==> src/rtl/alu_ctrl_pkg.sv <==
// alu_ctrl_pkg: shared operation classes, control codes and sequencer
// state encoding for the registered ALU control sequencer.
package alu_ctrl_pkg;

  localparam int OP_ADD   = 0;
  localparam int OP_SUB   = 1;
  localparam int OP_RTYPE = 2;
  localparam int OP_SHIFT = 3;
  localparam int OP_OP4   = 4;

  localparam int CTL_ADD = 0;
  localparam int CTL_SUB = 1;
  localparam int CTL_SHR = 6;
  localparam int CTL_SHL = 7;
  localparam int CTL_OP4 = 8;

  typedef enum logic {
    IDLE  = 1'b0,
    SHIFT = 1'b1
  } state_t;

endpackage

==> src/rtl/alu_ctrl_seq_if.sv <==
// alu_ctrl_seq_if: operation handshake from ID/EX and control/sequencing
// outputs toward the ALU and iterative shifter.
interface alu_ctrl_seq_if #(
  parameter int OP_W    = 3,
  parameter int FUNC_W  = 3,
  parameter int CTRL_W  = 4,
  parameter int SHAMT_W = 4
);
  logic               inValid;
  logic               inReady;
  logic [OP_W-1:0]    aluOp;
  logic [FUNC_W-1:0]  func;
  logic               shiftDirection;
  logic [SHAMT_W-1:0] shamt;
  logic               stall;
  logic               flush;
  logic               outValid;
  logic [CTRL_W-1:0]  aluControl;
  logic               shiftStep;
  logic               lastStep;
  logic               busy;
  logic               illegalOp;

  modport master (
    output inValid, aluOp, func, shiftDirection, shamt, stall, flush,
    input  inReady, outValid, aluControl, shiftStep, lastStep, busy, illegalOp
  );

  modport slave (
    input  inValid, aluOp, func, shiftDirection, shamt, stall, flush,
    output inReady, outValid, aluControl, shiftStep, lastStep, busy, illegalOp
  );
endinterface

==> src/rtl/alu_ctrl_decode.sv <==
// alu_ctrl_decode: combinational aluOp/func/direction to control code,
// with an illegal-class flag for aluOp values beyond the defined set.
module alu_ctrl_decode
  import alu_ctrl_pkg::*;
#(
  parameter int OP_W   = 3,
  parameter int FUNC_W = 3,
  parameter int CTRL_W = 4
) (
  input  logic [OP_W-1:0]   i_alu_op,
  input  logic [FUNC_W-1:0] i_func,
  input  logic              i_shift_dir,
  output logic [CTRL_W-1:0] o_ctrl,
  output logic              o_illegal
);

  // decode operation class; unknown classes map to zero and raise the flag
  always_comb begin
    o_ctrl    = '0;
    o_illegal = 1'b0;
    if (i_alu_op == OP_W'(OP_ADD)) begin
      o_ctrl = CTRL_W'(CTL_ADD);
    end else if (i_alu_op == OP_W'(OP_SUB)) begin
      o_ctrl = CTRL_W'(CTL_SUB);
    end else if (i_alu_op == OP_W'(OP_RTYPE)) begin
      o_ctrl = CTRL_W'(i_func);
    end else if (i_alu_op == OP_W'(OP_SHIFT)) begin
      o_ctrl = i_shift_dir ? CTRL_W'(CTL_SHR) : CTRL_W'(CTL_SHL);
    end else if (i_alu_op == OP_W'(OP_OP4)) begin
      o_ctrl = CTRL_W'(CTL_OP4);
    end else begin
      o_illegal = 1'b1;
    end
  end

endmodule

==> src/rtl/alu_ctrl_seq.sv <==
// alu_ctrl_seq: registered ALU control with valid/ready intake, stall,
// flush and a sequencer that expands an N-bit shift into N one-bit beats.
// Optional sticky illegal-op trap: define ALU_CTRL_SEQ_ILLEGAL_TRAP_EN.
//
//   state | meaning
//   IDLE  | accepting ops; shows the beat of the last single-beat op (or none)
//   SHIFT | emitting shift beats; r_cnt = beats remaining including current
module alu_ctrl_seq
  import alu_ctrl_pkg::*;
#(
  parameter int OP_W    = 3,
  parameter int FUNC_W  = 3,
  parameter int CTRL_W  = 4,
  parameter int SHAMT_W = 4
) (
  input  logic         clk,
  input  logic         rst_n,
  alu_ctrl_seq_if.slave bus
);

  state_t              r_state, w_nxt_state;
  logic [SHAMT_W-1:0]  r_cnt, w_nxt_cnt;
  logic                r_out_valid, w_nxt_valid;
  logic [CTRL_W-1:0]   r_alu_ctrl, w_nxt_ctrl;
  logic                r_shift_step, w_nxt_shift;
  logic                r_last_step, w_nxt_last;
  logic                r_busy, w_nxt_busy;

  logic [CTRL_W-1:0]   w_dec_ctrl;
  logic                w_dec_illegal;
  logic                w_in_ready;
  logic                w_accept;
  logic                w_is_shift;

  alu_ctrl_decode #(
    .OP_W   (OP_W),
    .FUNC_W (FUNC_W),
    .CTRL_W (CTRL_W)
  ) u_decode (
    .i_alu_op    (bus.aluOp),
    .i_func      (bus.func),
    .i_shift_dir (bus.shiftDirection),
    .o_ctrl      (w_dec_ctrl),
    .o_illegal   (w_dec_illegal)
  );

  assign w_in_ready = rst_n && (r_state == IDLE) && !bus.stall && !bus.flush;
  assign w_accept   = bus.inValid && w_in_ready;
  assign w_is_shift = (bus.aluOp == OP_W'(OP_SHIFT));

  // next-state and next-output selection: flush > stall > accept/sequence
  always_comb begin
    w_nxt_state = r_state;
    w_nxt_cnt   = r_cnt;
    w_nxt_valid = r_out_valid;
    w_nxt_ctrl  = r_alu_ctrl;
    w_nxt_shift = r_shift_step;
    w_nxt_last  = r_last_step;
    w_nxt_busy  = r_busy;
    if (bus.flush) begin
      w_nxt_state = IDLE;
      w_nxt_cnt   = '0;
      w_nxt_valid = 1'b0;
      w_nxt_shift = 1'b0;
      w_nxt_last  = 1'b0;
      w_nxt_busy  = 1'b0;
    end else if (!bus.stall) begin
      case (r_state)
        IDLE: begin
          if (w_accept) begin
            w_nxt_valid = 1'b1;
            // illegal classes always present a zero control code
            w_nxt_ctrl  = w_dec_illegal ? '0 : w_dec_ctrl;
            if (w_is_shift && (bus.shamt != '0)) begin
              w_nxt_state = SHIFT;
              w_nxt_cnt   = bus.shamt;
              w_nxt_shift = 1'b1;
              w_nxt_last  = (bus.shamt == SHAMT_W'(1));
              w_nxt_busy  = 1'b1;
            end else begin
              w_nxt_shift = 1'b0;
              w_nxt_last  = 1'b1;
              w_nxt_busy  = 1'b0;
            end
          end else begin
            w_nxt_valid = 1'b0;
            w_nxt_shift = 1'b0;
            w_nxt_last  = 1'b0;
            w_nxt_busy  = 1'b0;
          end
        end
        SHIFT: begin
          if (r_cnt <= SHAMT_W'(1)) begin
            w_nxt_state = IDLE;
            w_nxt_cnt   = '0;
            w_nxt_valid = 1'b0;
            w_nxt_shift = 1'b0;
            w_nxt_last  = 1'b0;
            w_nxt_busy  = 1'b0;
          end else begin
            w_nxt_cnt   = r_cnt - SHAMT_W'(1);
            w_nxt_valid = 1'b1;
            w_nxt_shift = 1'b1;
            w_nxt_last  = (r_cnt == SHAMT_W'(2));
            w_nxt_busy  = 1'b1;
          end
        end
      endcase
    end
  end

  // state, counter and output registers with synchronous reset
  always_ff @(posedge clk) begin
    if (!rst_n) begin
      r_state      <= IDLE;
      r_cnt        <= '0;
      r_out_valid  <= 1'b0;
      r_alu_ctrl   <= '0;
      r_shift_step <= 1'b0;
      r_last_step  <= 1'b0;
      r_busy       <= 1'b0;
    end else begin
      r_state      <= w_nxt_state;
      r_cnt        <= w_nxt_cnt;
      r_out_valid  <= w_nxt_valid;
      r_alu_ctrl   <= w_nxt_ctrl;
      r_shift_step <= w_nxt_shift;
      r_last_step  <= w_nxt_last;
      r_busy       <= w_nxt_busy;
    end
  end

`ifdef ALU_CTRL_SEQ_ILLEGAL_TRAP_EN
  logic r_illegal;

  // sticky trap on accepting an illegal class; only flush or reset clears it
  always_ff @(posedge clk) begin
    if (!rst_n) begin
      r_illegal <= 1'b0;
    end else if (bus.flush) begin
      r_illegal <= 1'b0;
    end else if (w_accept && w_dec_illegal) begin
      r_illegal <= 1'b1;
    end
  end

  assign bus.illegalOp = r_illegal;
`else
  assign bus.illegalOp = 1'b0;
`endif

  assign bus.inReady    = w_in_ready;
  assign bus.outValid   = r_out_valid;
  assign bus.aluControl = r_alu_ctrl;
  assign bus.shiftStep  = r_shift_step;
  assign bus.lastStep   = r_last_step;
  assign bus.busy       = r_busy;

endmodule

==> src/flat_wrapper.sv <==
// flat-port wrapper written by rule: the top's interface ports become plain ports
module alu_ctrl_seq_flat import alu_ctrl_pkg::*;
#(
  parameter int OP_W    = 3,
  parameter int FUNC_W  = 3,
  parameter int CTRL_W  = 4,
  parameter int SHAMT_W = 4
)
  (clk, rst_n, bus_inValid, bus_aluOp, bus_func, bus_shiftDirection, bus_shamt, bus_stall, bus_flush, bus_inReady, bus_outValid, bus_aluControl, bus_shiftStep, bus_lastStep, bus_busy, bus_illegalOp);
  alu_ctrl_seq_if #(.OP_W(OP_W), .FUNC_W(FUNC_W), .CTRL_W(CTRL_W), .SHAMT_W(SHAMT_W)) bus_i ();
  input  logic clk;
  input  logic rst_n;
  input wire logic [$bits(bus_i.inValid)-1:0] bus_inValid;
  input wire logic [$bits(bus_i.aluOp)-1:0] bus_aluOp;
  input wire logic [$bits(bus_i.func)-1:0] bus_func;
  input wire logic [$bits(bus_i.shiftDirection)-1:0] bus_shiftDirection;
  input wire logic [$bits(bus_i.shamt)-1:0] bus_shamt;
  input wire logic [$bits(bus_i.stall)-1:0] bus_stall;
  input wire logic [$bits(bus_i.flush)-1:0] bus_flush;
  output wire logic [$bits(bus_i.inReady)-1:0] bus_inReady;
  output wire logic [$bits(bus_i.outValid)-1:0] bus_outValid;
  output wire logic [$bits(bus_i.aluControl)-1:0] bus_aluControl;
  output wire logic [$bits(bus_i.shiftStep)-1:0] bus_shiftStep;
  output wire logic [$bits(bus_i.lastStep)-1:0] bus_lastStep;
  output wire logic [$bits(bus_i.busy)-1:0] bus_busy;
  output wire logic [$bits(bus_i.illegalOp)-1:0] bus_illegalOp;
  assign bus_i.inValid = bus_inValid;
  assign bus_i.aluOp = bus_aluOp;
  assign bus_i.func = bus_func;
  assign bus_i.shiftDirection = bus_shiftDirection;
  assign bus_i.shamt = bus_shamt;
  assign bus_i.stall = bus_stall;
  assign bus_i.flush = bus_flush;
  assign bus_inReady = bus_i.inReady;
  assign bus_outValid = bus_i.outValid;
  assign bus_aluControl = bus_i.aluControl;
  assign bus_shiftStep = bus_i.shiftStep;
  assign bus_lastStep = bus_i.lastStep;
  assign bus_busy = bus_i.busy;
  assign bus_illegalOp = bus_i.illegalOp;
  alu_ctrl_seq #(.OP_W(OP_W), .FUNC_W(FUNC_W), .CTRL_W(CTRL_W), .SHAMT_W(SHAMT_W)) u_core (.clk(clk), .rst_n(rst_n), .bus(bus_i));
endmodule
==> config.mk <==
export PLATFORM = sky130hd
export DESIGN_NAME = alu_ctrl_seq_flat
export DESIGN_NICKNAME = d
export VERILOG_FILES = /design/src/rtl/alu_ctrl_pkg.sv /design/src/rtl/alu_ctrl_seq_if.sv /design/src/rtl/alu_ctrl_decode.sv /design/src/rtl/alu_ctrl_seq.sv /design/src/flat_wrapper.sv
export SDC_FILE = /design/constraint.sdc
export NUM_CORES = 1
export LEC_CHECK = 0
export BUFFER_PORTS_ARGS = -buffer_cell sky130_fd_sc_hd__buf_2
export CORE_ASPECT_RATIO = 1.75
export CORE_UTILIZATION = 23
export CTS_BUF_LIST = sky130_fd_sc_hd__clkbuf_4 sky130_fd_sc_hd__clkbuf_8 sky130_fd_sc_hd__clkbuf_16
export DETAILED_ROUTE_END_ITERATION = 12
export GPL_TIMING_DRIVEN = 0
export PLACE_DENSITY = 0.46
export SYNTH_ARGS = -nofsm -noshare
export SYNTH_HDL_FRONTEND = slang
export SYNTH_SLANG_ARGS = --single-unit
==> constraint.sdc <==
create_clock -name clk -period 1.5 [get_ports clk]
set_input_delay 0.225 -clock clk [delete_from_list [all_inputs] [get_ports clk]]
set_output_delay 0.225 -clock clk [all_outputs]
set_load 0.01 [all_outputs]
==> reports/metrics.cfg <==
[status]
violations = DRC, setup timing
status = complete, but fails checks

[timing]
max_slew.worst_pin.slew_ps = 510
timing.final.crit_share_pct = 102
fin_worst_skew_ps = 2.73
relSlewSlack_pct = 65.5
rsz0062_at_grt = yes
fin_ws_ps = -24.6
finalSetupViolations = 2
report.final.slew_viol_count = 0
max_freq_mhz = 656
fin_hold_ws_ps = 277
hold_violations = 0
period_minus_slack_ps = 1520

[power_and_ir_drop]
netSwitchingPower_uw = 168
power.density_nw_per_um2 = 705
pwr-share-seq_pct = 41.9
p_sw_share_pct = 23.7
p_int_uw = 540
comb_power_share_pct = 12.4
p_clk_share_pct = 45.7
ir_worst_vdd_uv = 288
p_leak_uw = 0.000414

[cells_and_area]
areaGrowthSynthToFinish_pct = 43.6
final_cell_area_sq_um = 1000
fin_cells = 143
nNetsFinal = 135
drive_gt1_share_pct = 42.6
diodes = 0
fill_cells = 309

[floorplanning]
core.rowCount = 26
core_area_sq_um = 2900
io_pins = 26
floorplan.initialDensity_pct = 24.2
die_h_um = 75.0
die-area_sq_um = 3270
die_w_um = 43.7

[clocking]
insertion_delay_ps = 240
cts_buffer_depth = 2
cts.root.buffer_cell = clkbuf_8
path_clk_slew_ps = 50
htree_levels = 1
cts_tree = done
cts.hold.buffers_added = 0
numCtsBuffers = 3
clock_sinks = 11

[setup_path]
rrSetupSlack_ps = -10
cp.arrival_ps = 1300
cp-start-kind = flip-flop
reg2reg_to = u_core.r_cnt[0]
crit_path_cell_trace = or4b_4, clkinv_4, buf_2
crit_path_top_delay_cell = or4b_4
cp_max_fo = 4
crit_path_end_kind = output pin
r2r-start = u_core.bus.busy
crit_type = flip-flop to output pin
crit_path_max_incr_delay_ps = 530
worst_ep_required_time_ps = 1270
worstRegToRegCells = 5

[placement]
placed_area_sq_um = 860
place_ws_ps = -215
place_inst = 135
port-buffer-count = 24
gp_congestion = 0.825
dp_hpwl_um = 1470

[synth]
synth-main-ff-cell = dfxtp_1
ys_warn_count = 0
synth_top_area_cell = dfxtp_1
syn_inst = 83
synth_most_common_cell = dfxtp_1
synth_edf_count = 0
synth_area_per_cell_sq_um = 8.43
synth_cell_types = 37
yosysSeqAreaShare_pct = 31.5
synth_nets = 102
synth_top_area_share_pct = 31.5
yosys-top-cells-area = dfxtp_1 31%, ha_1 5.4%, nor2b_1 5.4%
synthTopCellsByCount = 11 x dfxtp_1, 6 x inv_1, 6 x nand2_1, 6 x nor2_1, 6 x nor2b_1
netlist_area_sq_um = 699
async_flop_share_pct = 0
yosys_register_bits = 11

[grt]
first_global_vias = 730
grt_max_degree = 11
grt_use_total_pct = 13.3
grt_pass1_wl_um = 3230
antenna_found_initial = 0
overflow = 0

[min_path]
hp-class = input pin to flip-flop
min_from = rst_n
holdPathStages = 2
holdPathEnd = u_core.bus.aluControl[0]

[drt]
post_drt_via_cell_ratio = 5.12
postRouteAntennaNets = 0
dr.first_iter.drc_count = 23
wl_per_cell_um = 13.6
drc = 4
num_vias = 732
first_pass_iters = 8
wl_um = 1950

[job]
cap_viol_max_count = 0

per-layer routing:
layer / GRT usage (%) / up-vias / share of wire, %
met1: 12.8 / 337 / 38
met4: 6.25 / 0 / 2.0
li1: - / 366 / -
met3: 2.88 / 5 / 5.5
met2: 25.7 / 24 / 54
met5: 0 / - / 0
cell usage in the layout (no fill, tap or decap), types with 2 or more instances in the layout:
| cell | Yosys | final |
|---|---|---|
| a21boi_0 | 3 | 2 |
| nor2b_1 | 6 | 5 |
| inv_1 | 6 | 6 |
| a31oi_1 | 2 | 2 |
| nor3_1 | 3 | 3 |
| nand3_1 | 2 | 2 |
| nand4_1 | 2 | 2 |
| clkbuf_8 | 0 | 3 |
| dfxtp_1 | 11 | 10 |
| buf_2 | 0 | 24 |
| o211ai_1 | 2 | 2 |
| nand2_1 | 6 | 6 |
| buf_4 | 2 | 6 |
| nor2_1 | 6 | 6 |
| ha_1 | 3 | 2 |
| a211oi_1 | 4 | 4 |
| a21oi_1 | 2 | 2 |
worst max-delay path by stage:
stage / start / endpoint / slack [ps] / cells after the start
final: u_core.bus.busy / bus_inReady / -20 / 3
after global routing: u_core.bus.busy / u_core.r_cnt[2] / -80 / 5
after CTS: u_core.bus.busy / u_core.r_cnt[0] / -30 / 5
after detailed placement: bus_stall / u_core.r_cnt[1] / -210 / 6
after global placement: bus_stall / u_core.r_cnt[1] / -190 / 6
after floorplan: u_core.bus.busy / u_core.r_cnt[0] / 10 / 5
what timing repair did:
item                                    in CTS  in global routing
buffers inserted                             1                  3
pin swaps                                    1                  2
gates resized for setup                      6                  7
endpoints found under the setup margin       9                 12
critical path: cells and delay by family (launching register included):
kind / cells / cell delay, ps
AND/OR/NAND/NOR: 1 / 530
flip-flops: 1 / 310
buffers and inverters: 2 / 210
per-stage QoR:
step	total power, uW	setup TNS, ps	util, %
detailed placement	384	-1000	29.7
global placement	384	-962	29.7
global route	731	-281	34.7
finish	708	-33.6	34.7
floorplan	342	0	-
CTS	715	-63.2	33.1
state kept, by name, summed over array words and instances, names as in the netlist:
| register | cells |
|---|---|
| u_core.bus.busy | 1 |
| u_core.bus.aluControl | 4 |
| u_core.bus.lastStep | 1 |
| u_core.r_cnt | 4 |
| u_core.bus.outValid | 1 |
power groups by stage:
stage | clock network (uW) | logic, uW | registers, uW
6_report | 323 | 87.8 | 297
5_1_grt | 336 | 97.3 | 297
4_1_cts | 333 | 84.5 | 297
3_5_place_dp | 0 | 80.9 | 303
3_3_place_gp | 0 | 80.5 | 303
2_1_floorplan | 0 | 37.6 | 304
area by class of cell:
cell class / count / area [sq um] / share of cell area, %
tap: 28 / 35.0 / 3.49
sequential: 11 / 221 / 22.0
buffer: 4 / 23.8 / 2.37
inverter: 7 / 31.3 / 3.11
clock buffer: 4 / 48.8 / 4.86
multi-input combinational: 61 / 494 / 49.2
timing repair buffer: 28 / 150 / 14.9
cell families (layout without fill, tap and decap cells):
group | Yosys count | in the layout | synth area share [%]
other | 1 | 1 | 0.536
buffers and inverters | 11 | 43 | 7.15
adder cells (fa/ha/maj) | 3 | 3 | 5.37
AND/OR/NAND/NOR | 32 | 32 | 26.3
flip-flops | 11 | 11 | 31.5
AO/OA/AOI/OAI | 24 | 24 | 27.9
XOR/XNOR | 1 | 1 | 1.25
Power figures use the tool's default switching activity.
